==> src/rtl/cfu_mac_pkg.sv <==
// Shared constants for the CFU MAC pipeline: opcodes, FSM states, lane widths.
// Latency: n/a (definitions only).
// Backpressure: n/a (definitions only).
package cfu_mac_pkg;

  // Opcodes carried in function_id[9:3]
  localparam logic [6:0] OP_MAC        = 7'd0;
  localparam logic [6:0] OP_SET_OFFSET = 7'd1;
  localparam logic [6:0] OP_READ_ACC   = 7'd2;
  localparam logic [6:0] OP_SET_CLAMP  = 7'd6;
  localparam logic [6:0] OP_CLAMP      = 7'd7;
  localparam logic [6:0] OP_DRAIN      = 7'd8;

  // One lane product (a_i + offset) * b_i is kept at 17 bits signed
  localparam int LANE_W    = 17;
  localparam int NUM_LANES = 4;
  // Sum of four lane products needs two extra bits of headroom
  localparam int SUM_W     = LANE_W + 2;

  typedef enum logic [1:0] {
    ST_IDLE = 2'd0,
    ST_EXEC = 2'd1,
    ST_RESP = 2'd2
  } state_e;

endpackage

==> src/rtl/cfu_mac_lanes.sv <==
// Four signed int8 lanes: (a_i + offset) * b_i registered, then summed.
// Latency: products registered on the load edge; sum is valid the cycle after.
// Backpressure: none; the parent loads only when it accepts a command.
module cfu_mac_lanes
  import cfu_mac_pkg::*;
(
  input  logic                    clk,
  input  logic                    reset_n,
  input  logic                    load,
  input  logic [31:0]             a,
  input  logic [31:0]             b,
  input  logic signed [15:0]      offset,
  output logic signed [SUM_W-1:0] sum
);

  logic signed [LANE_W-1:0] a_off  [NUM_LANES];
  logic signed [LANE_W-1:0] b_ext  [NUM_LANES];
  logic signed [LANE_W-1:0] prod_d [NUM_LANES];
  logic signed [LANE_W-1:0] prod_q [NUM_LANES];

  // Offset-adjust each A lane and multiply by the sign-extended B lane
  always_comb begin
    for (int i = 0; i < NUM_LANES; i++) begin
      a_off[i]  = LANE_W'($signed(a[8*i +: 8])) + LANE_W'(offset);
      b_ext[i]  = LANE_W'($signed(b[8*i +: 8]));
      prod_d[i] = a_off[i] * b_ext[i];
    end
  end

  // Capture the lane products when a command is accepted
  always_ff @(posedge clk or negedge reset_n) begin
    if (!reset_n) begin
      for (int i = 0; i < NUM_LANES; i++) prod_q[i] <= '0;
    end else if (load) begin
      for (int i = 0; i < NUM_LANES; i++) prod_q[i] <= prod_d[i];
    end
  end

  // Sign-extended sum of the registered products
  always_comb begin
    sum = '0;
    for (int i = 0; i < NUM_LANES; i++) sum = sum + SUM_W'(prod_q[i]);
  end

endmodule

==> src/rtl/cfu_mac_pipe.sv <==
// CFU MAC unit: int8x4 dot-product accumulate bank with offset, clamp and drain.
// Latency: rsp_valid rises 2 cycles after command acceptance; one command in flight.
// Backpressure: response held stable until rsp_ready; cmd_ready only in IDLE.
// Optional: define CFU_MAC_SATURATE_EN to saturate MAC results instead of wrapping.
module cfu_mac_pipe
  import cfu_mac_pkg::*;
#(
  parameter int NUM_ACC = 4,
  parameter int ACC_W   = 32
) (
  input  logic        clk,
  input  logic        reset_n,
  input  logic        cmd_valid,
  output logic        cmd_ready,
  input  logic [9:0]  cmd_payload_function_id,
  input  logic [31:0] cmd_payload_inputs_0,
  input  logic [31:0] cmd_payload_inputs_1,
  output logic        rsp_valid,
  input  logic        rsp_ready,
  output logic [31:0] rsp_payload_outputs_0
);

  state_e                    state;
  logic [6:0]                op_q;
  logic [2:0]                sel_q;
  logic [31:0]               in0_q;
  logic [31:0]               in1_q;
  logic signed [15:0]        offset_q;
  logic signed [ACC_W-1:0]   acc_q [NUM_ACC];
  logic signed [ACC_W-1:0]   min_q;
  logic signed [ACC_W-1:0]   max_q;

  logic                      accept;
  logic                      sel_ok;
  logic signed [SUM_W-1:0]   lane_sum;
  logic signed [ACC_W-1:0]   acc_sel;
  logic signed [ACC_W-1:0]   mac_res;
  logic signed [ACC_W:0]     clamp_in;
  logic signed [ACC_W:0]     drain_in;
  logic signed [ACC_W-1:0]   rsp_d;
  logic signed [ACC_W-1:0]   acc_wdat;
  logic                      acc_wr;
  logic                      off_wr;
  logic                      clamp_wr;

  assign accept = cmd_valid && cmd_ready;
  assign sel_ok = (int'(sel_q) < NUM_ACC);

  cfu_mac_lanes u_lanes (
    .clk     (clk),
    .reset_n (reset_n),
    .load    (accept),
    .a       (cmd_payload_inputs_0),
    .b       (cmd_payload_inputs_1),
    .offset  (offset_q),
    .sum     (lane_sum)
  );

  // Min wins whenever the configured range is inverted
  function automatic logic signed [ACC_W-1:0] clamp_f(
    input logic signed [ACC_W:0]   v,
    input logic signed [ACC_W-1:0] lo,
    input logic signed [ACC_W-1:0] hi
  );
    logic signed [ACC_W:0] lo_w;
    logic signed [ACC_W:0] hi_w;
    lo_w = (ACC_W+1)'(lo);
    hi_w = (ACC_W+1)'(hi);
    if (lo_w > hi_w)       clamp_f = lo;
    else if (v <= lo_w)    clamp_f = lo;
    else if (v >= hi_w)    clamp_f = hi;
    else                   clamp_f = v[ACC_W-1:0];
  endfunction

  // Read mux for the selected accumulator
  always_comb begin
    acc_sel = '0;
    for (int i = 0; i < NUM_ACC; i++) begin
      if (sel_q == 3'(i)) acc_sel = acc_q[i];
    end
  end

`ifdef CFU_MAC_SATURATE_EN
  localparam int WIDE_W = 34;
  localparam logic signed [WIDE_W-1:0] ACC_MAX = $signed((34'd1 << (ACC_W-1)) - 34'd1);
  localparam logic signed [WIDE_W-1:0] ACC_MIN = $signed(-(34'd1 << (ACC_W-1)));
  logic signed [WIDE_W-1:0] mac_wide;

  // MAC at full width, then pinned to the signed accumulator range
  always_comb begin
    mac_wide = WIDE_W'(acc_sel) + WIDE_W'(lane_sum);
    if (mac_wide > ACC_MAX)      mac_res = ACC_MAX[ACC_W-1:0];
    else if (mac_wide < ACC_MIN) mac_res = ACC_MIN[ACC_W-1:0];
    else                         mac_res = mac_wide[ACC_W-1:0];
  end
`else
  // MAC wraps modulo 2^ACC_W
  always_comb begin
    mac_res = acc_sel + ACC_W'(lane_sum);
  end
`endif

  // Clamp operands: one bit wider than the accumulator so DRAIN never wraps
  always_comb begin
    clamp_in = (ACC_W+1)'($signed(in0_q[ACC_W-1:0]));
    drain_in = (ACC_W+1)'(acc_sel) + (ACC_W+1)'($signed(in0_q[ACC_W-1:0]));
  end

  // Opcode decode for the EXEC cycle: response value and bank/config writes
  always_comb begin
    rsp_d    = '0;
    acc_wdat = '0;
    acc_wr   = 1'b0;
    off_wr   = 1'b0;
    clamp_wr = 1'b0;
    if (sel_ok) begin
      case (op_q)
        OP_MAC: begin
          acc_wr   = 1'b1;
          acc_wdat = mac_res;
          rsp_d    = mac_res;
        end
        OP_SET_OFFSET: begin
          off_wr = 1'b1;
          acc_wr = 1'b1;
        end
        OP_READ_ACC:  rsp_d = acc_sel;
        OP_SET_CLAMP: clamp_wr = 1'b1;
        OP_CLAMP:     rsp_d = clamp_f(clamp_in, min_q, max_q);
        OP_DRAIN: begin
          rsp_d  = clamp_f(drain_in, min_q, max_q);
          acc_wr = 1'b1;
        end
        default: ;
      endcase
    end
  end

  // Control FSM with registered handshake outputs and response payload
  always_ff @(posedge clk or negedge reset_n) begin
    if (!reset_n) begin
      state                 <= ST_IDLE;
      cmd_ready             <= 1'b1;
      rsp_valid             <= 1'b0;
      rsp_payload_outputs_0 <= '0;
      op_q                  <= '0;
      sel_q                 <= '0;
      in0_q                 <= '0;
      in1_q                 <= '0;
    end else begin
      case (state)
        ST_IDLE: begin
          if (accept) begin
            state     <= ST_EXEC;
            cmd_ready <= 1'b0;
            op_q      <= cmd_payload_function_id[9:3];
            sel_q     <= cmd_payload_function_id[2:0];
            in0_q     <= cmd_payload_inputs_0;
            in1_q     <= cmd_payload_inputs_1;
          end
        end
        ST_EXEC: begin
          state                 <= ST_RESP;
          rsp_valid             <= 1'b1;
          rsp_payload_outputs_0 <= 32'(rsp_d);
        end
        ST_RESP: begin
          if (rsp_ready) begin
            state     <= ST_IDLE;
            rsp_valid <= 1'b0;
            cmd_ready <= 1'b1;
          end
        end
        default: begin
          state     <= ST_IDLE;
          rsp_valid <= 1'b0;
          cmd_ready <= 1'b1;
        end
      endcase
    end
  end

  // Accumulator bank and configuration registers, written on the EXEC->RESP edge
  always_ff @(posedge clk or negedge reset_n) begin
    if (!reset_n) begin
      for (int i = 0; i < NUM_ACC; i++) acc_q[i] <= '0;
      offset_q <= '0;
      min_q    <= '0;
      max_q    <= '0;
    end else if (state == ST_EXEC) begin
      if (acc_wr) begin
        for (int i = 0; i < NUM_ACC; i++) begin
          if (sel_q == 3'(i)) acc_q[i] <= acc_wdat;
        end
      end
      if (off_wr) offset_q <= in0_q[15:0];
      if (clamp_wr) begin
        min_q <= in0_q[ACC_W-1:0];
        max_q <= in1_q[ACC_W-1:0];
      end
    end
  end

endmodule

==> config.mk <==
export PLATFORM = sky130hd
export DESIGN_NAME = cfu_mac_pipe
export DESIGN_NICKNAME = d
export VERILOG_FILES = /design/src/rtl/cfu_mac_pkg.sv /design/src/rtl/cfu_mac_lanes.sv /design/src/rtl/cfu_mac_pipe.sv
export SDC_FILE = /design/constraint.sdc
export NUM_CORES = 2
export LEC_CHECK = 0
export ABC_AREA = 1
export CAP_MARGIN = 20
export CORE_MARGIN = 2
export CORE_UTILIZATION = 40
export CTS_CLUSTER_DIAMETER = 200
export DETAILED_ROUTE_END_ITERATION = 8
export SLEW_MARGIN = 20
export SYNTH_ARGS = -nofsm -noshare
export SYNTH_HDL_FRONTEND = slang
export SYNTH_HIERARCHICAL = 1
export SYNTH_SLANG_ARGS = --single-unit
==> constraint.sdc <==
create_clock -name clk -period 5.6 [get_ports clk]
set_clock_uncertainty 0.1 [all_clocks]
set_input_delay 1.4 -clock clk [delete_from_list [all_inputs] [get_ports clk]]
set_output_delay 1.4 -clock clk [all_outputs]
set_load 0.1 [all_outputs]
# Yosys cells after proc, flatten, opt, wreduce, memory -nomap -nowiden
# Index checks and enable logic that the tools add are counted.
[totals] ram_bits=0 n_memories=0 latchBits=0 reg_bits=386 output_inout_bits=34 romBits=0 word_cells=95
[classes] shift=0 add_sub_neg=9 n_bitwise=2 div_mod_pow=0 reduce_logical=15 muxes=28 n_eq_ne=12 multipliers=4 order_cmp=6
[op_table] op="32-bit two-way mux" count=13
[op_table] op="32-bit case mux with 4 select lines" count=1
[op_table] op="8-bit by 16-bit adder with 17-bit output" count=4
[op_table] op="17-bit by 8-bit multiplier with 17-bit output" count=4
[op_table] op="32-bit by 32-bit adder with 33-bit output" count=1
[op_table] op="33-bit by 32-bit greater-or-equal comparator with 1-bit output" count=1
[op_table] op="33-bit by 32-bit <= comparator with 1-bit output" count=1
[op_table] op="32-bit by 19-bit adder with 32-bit output" count=1
[op_table] op="32-bit greater-or-equal comparator" count=1
[op_table] op="32-bit greater-than comparator" count=1
[op_table] op="32-bit <= comparator" count=1
[op_table] op="18-bit by 17-bit adder with 19-bit output" count=1
[op_table] op="19-bit by 17-bit adder with 19-bit output" count=1
[op_table] op="17-bit by 17-bit adder with 18-bit output" count=1
[op_table] op="3-bit AND reduction" count=5
[op_table] op="7-bit by 3-bit equality test with 1-bit output (second input constant)" count=2
[op_table] op="2-bit AND reduction" count=5
[op_table] op="1-bit two-way mux" count=9
[op_table] op="7-bit by 1-bit equality test with 1-bit output (second input constant)" count=1
[op_table] op="7-bit by 2-bit equality test with 1-bit output (second input constant)" count=1
[op_table] op="7-bit by 4-bit equality test with 1-bit output (second input constant)" count=1
[op_table] op="7-bit zero test" count=1
[op_table] op="3-bit by 2-bit equality test with 1-bit output (second input constant)" count=2
[op_table] op="1-bit case mux with 3 select lines" count=2
[op_table] op="other kinds (12)" count=15

# Logic depth before layout (Yosys ltp)
[depth] depth_word=12 mapped_depth=43 ltp_nobuf=40

# Hierarchy
# Netlist, hierarchy kept.
[modules_own_cells] module="cfu_mac_pipe" n_inst=1 seq_area_each_um2=7958.9 area_each_um2=23394.9 cells_each=3388
[modules_own_cells] module="cfu_mac_lanes" n_inst=1 seq_area_each_um2=1701.6 area_each_um2=20385.8 cells_each=2846

# Least setup slack after synthesis
# No wires, ideal clock.
[synth_path] kind="input -> register" from="input cmd_payload_inputs_0[16]" to="register u_lanes/prod_q[32] in the netlist's numbering" path_buffers=0 stages=30 path_slack_ns=-0.928 arrival_ns=6.311 path_cell_list="ha_1 -> inv_1 -> fa_1 -> inv_1 -> nand3_1 -> nand2_1 -> nand2_1 -> nand2_1 -> xor2_1 -> inv_1 -> nor2_1 -> fa_1 -> fa_1 -> fa_1 -> inv_1 -> fa_1 -> inv_1 -> ha_1 -> inv_1 -> o21bai_1 -> a21oi_1 -> o21ai_1 -> a21oi_1 -> o21ai_1 -> nand2_1 -> nand2_1 -> a21oi_1 -> or2_0 -> nand3_1 -> nand2_1"
[synth_via] elab_chain_cells=2
[synth_rtl] item="from (decl)" line_no="cfu_mac_pipe.sv:16" text="input logic [31:0] cmd_payload_inputs_0,"
[synth_rtl] item="8-bit by 16-bit adder with 17-bit output" line_no="cfu_mac_lanes.sv:24" text="a_off[i] = LANE_W'($signed(a[8*i +: 8])) + LANE_W'(offset);"
[synth_rtl] item="17-bit by 8-bit multiplier with 17-bit output" line_no="cfu_mac_lanes.sv:26" text="prod_d[i] = a_off[i] * b_ext[i];"
[synth_rtl] item="to (decl)" line_no="cfu_mac_lanes.sv:19" text="logic signed [LANE_W-1:0] prod_q [NUM_LANES];"
# No other way between the ends.
# A chain may end at the register's enable or synchronous reset.

# Worst setup path after layout
# Same ends and word-level chain as after synthesis.

==> results.md <==
* Status: finished, violations left
* Failing checks: negative setup slack
* Number of flops mapped to enable cells by yosys at 0
* Mapped Area at 43,800 sq um
* Vias at 45,800
* CTS Buf Count at 46
* CP Data Arrival Time at 6.47 ns
* R2R setup slack at -0.22 ns
* Antenna Nets Post-Route at 0
* Worst Path Required at 5.98 ns
* Tightest Pin Transition at 1.12 ns
* CP Capture Type: flip-flop
* Worst Setup Start Kind: primary input
* Hold violation total from the final report at 0
* Worst hold start: cmd_ready
* Worst slew margin at 25.4%
* Number of maximum-capacitance violations at 0
* Hold buffers post-CTS at 0
* Syn Area/Cell at 7.02 sq um
* Top post-synthesis cells by area: dfrtp_1 (22%), nand2_1 (16%), fa_1 (14%)
* Final Cycle Share at 109%
* Syn Inst Count at 6,234
* Worst hold path type: flip-flop to flip-flop
* CP max FO at 5
* Cell taking the most area after synthesis: dfrtp_1
* Die Area at 112,000 sq um
* Crit path max-delay cell type: fa_1
* Pin count of the biggest net entering global routing at 128
* FILL cells at 10,100
* Drt via density at 5.18
* RR Endpoint: u_lanes/prod_q[67]
* Syn. warnings at 6
* Start of the worst register-to-register path: offset_q[5]
* Setup-failing EPs final at 34
* FF-to-FF path depth at 28
* CTS tree: done
* Clk_lat worst skew at 0.61 ns
* DRC viols at 0
* Post-route minimum period at 6.09 ns
* CP peak stage delay at 0.49 ns
* Fmax at 0.164 GHz
* Final slew viol count at 0
* Setup WS pre-CTS at -1.74 ns
* Critical path type: primary input to flip-flop
* DIE WIDTH at 335 um
* Port Buffer Count at 111
* I/O pin cnt at 112
* Unrepaired setup endpoints after global routing: true
* Routed WL at 175,000 um
* FFs w/ async S/R, synth at 100%
* Global-route wire length before repair at 263,000 um
* Total track usage at 30.4%
* Yosys cell types at 62
* Core ar. at 109,000 sq um
* H-tree levels at 2
* Initial Utilization at 40.3%
* Syn-to-layout area delta at 42.4%
* Detailed placement HPWL at 140,000 um
* Initial antenna violation count at 4
* # rows at 121
* Die height at 335 um
* Synth top area share at 22.0%
* Setup ws final at -0.489 ns
* Wire per inst at 19.9 um
* Pre-antenna DRT Iters at 6
* Max Buffers Root-to-Sink at 3
* Num Clock Sinks at 386
* Layout cells sized above 1 at 31.3%
* Primary FF master, synth: dfrtp_1
* Cells on Worst Hold Path at 2
* Syn nets at 7,073
* Routability cong. at 1.03
* Vias in the first global route at 44,700
* Synth Register Bits at 386
* Hold endpoint: cmd_ready
* Register area share after synthesis at 22.1%
* Reg clk slew, reported paths at 0.06 ns
* Starting DRT DRC Count at 3,602
* Setup TNS at -8.71 ns
* Nets at 8,232
* CTS Root Cell: clkbuf_16
* Gr ovfl total at 0
==> cell families after synthesis <==
family	Yosys count	synth area share, %
and+or+nand+nor	2853	26.9
DFF	386	22.1
AOI/OAI and AO/OA	896	11.0
xor gates and xnor gates	99	1.98
adders and majority gates	761	27.0
buffers and inverters	1239	11.0
==> timing repair <==
item                       in CTS  in global routing
cloned                          1                  7
setup buffers                  82                 94
gates resized for setup       572                719
pin swaps                     315                408
setup endpoints to repair     103                142
==> sequential cells by signal, indices dropped and copies added, names as in the netlist <==
signal,flops
state,2
u_lanes/prod_q,68
cmd_ready,1
sel_q,3
rsp_valid,1
in0_q,32
min_q,32
acc_q,128
offset_q,16
in1_q,32
max_q,32
op_q,7
rsp_payload_outputs_0,32
==> worst max-delay path, delay by kind of cell <==
family,cells,cell delay [ns]
fa+ha+maj,7,2.62
buf+inv,9,0.80
simple gates,8,0.80
compound gates,6,0.66
xor+xnor,1,0.15
==> area by class of cell <==
class / count / area [sq um] / area share, %
diodes: 1 / 2.50 / 0.00401
clock buffers: 60 / 1280 / 2.06
clock inverters: 17 / 209 / 0.335
inverters: 1088 / 4160 / 6.67
multi-input cells: 4609 / 34600 / 55.4
flip-flops and latches: 386 / 9670 / 15.5
well taps: 1414 / 1770 / 2.84
repair buffers: 1262 / 10700 / 17.1
==> through the flow <==
stage / utilization (%) / instances / area (sq um) / hold WS (ns)
after floorplan: - / 6234 / 44700 / 0.349
after global placement: 50.4 / 8596 / 54700 / 0.360
after detailed placement: 50.4 / 8596 / 54700 / 0.363
after CTS: 54.1 / 8749 / 58800 / 0.372
after global routing: 57.4 / 8836 / 62300 / 0.401
final: 57.4 / 8837 / 62300 / 0.368
==> how the worst max path moves through the flow <==
stage,from,to,slack [ns],cells after the start
2_1_floorplan,cmd_payload_inputs_0[16],u_lanes/prod_q[32],-0.66,30
3_3_place_gp,cmd_payload_inputs_0[15],u_lanes/prod_q[50],-1.66,34
3_5_place_dp,cmd_payload_inputs_0[15],u_lanes/prod_q[50],-1.74,29
4_1_cts,cmd_payload_inputs_0[18],u_lanes/prod_q[32],-0.43,29
5_1_grt,cmd_payload_inputs_0[16],u_lanes/prod_q[32],-0.77,31
6_report,cmd_payload_inputs_0[16],u_lanes/prod_q[32],-0.49,31
==> routing by layer <==
metal | vias up | wire (um) | global-route usage [%]
met5 | - | 13 | 0
met4 | 2 | 8880 | 12.5
met3 | 314 | 10600 | 3.35
met2 | 1473 | 79500 | 49.2
met1 | 22000 | 76400 | 41.5
li1 | 22000 | - | -
==> cells in the final DEF (no fill, tap or decap), types with 17 or more instances in the layout <==
cell / count
nand2_4: 37
fa_1: 283
buf_12: 39
o21ai_0: 258
dfrtp_1: 377
clkdlybuf4s50_1: 78
buf_6: 84
buf_4: 1014
fa_2: 26
nor3_1: 24
nand3_2: 55
inv_2: 150
o21ai_2: 34
a21oi_2: 95
nand4_1: 81
clkbuf_16: 53
inv_1: 910
a21oi_1: 204
ha_1: 305
nand2_2: 168
xor2_2: 19
a21o_1: 17
inv_4: 18
xor2_1: 40
nor2_1: 377
nor2_2: 92
ha_4: 134
a21oi_4: 24
o21bai_1: 21
buf_2: 18
nor2_4: 63
o21ai_1: 145
nand2_1: 1622
xnor2_1: 17
nand3_1: 243
==> cell usage after synthesis, types with 25 or more instances <==
cell	count
ha_1	452
a21oi_1	322
inv_1	1059
a22oi_1	26
o21ai_0	345
nand4_1	81
xor2_1	75
o21ai_1	93
nand3_1	297
nor2_1	518
dfrtp_1	385
fa_1	309
o21bai_1	25
nand2_1	1808
clkbuf_1	98
nor3_1	41
buf_2	32
Power is not shown: default switching activity piles up to over one toggle a cycle in this logic, so the estimate is an artifact.
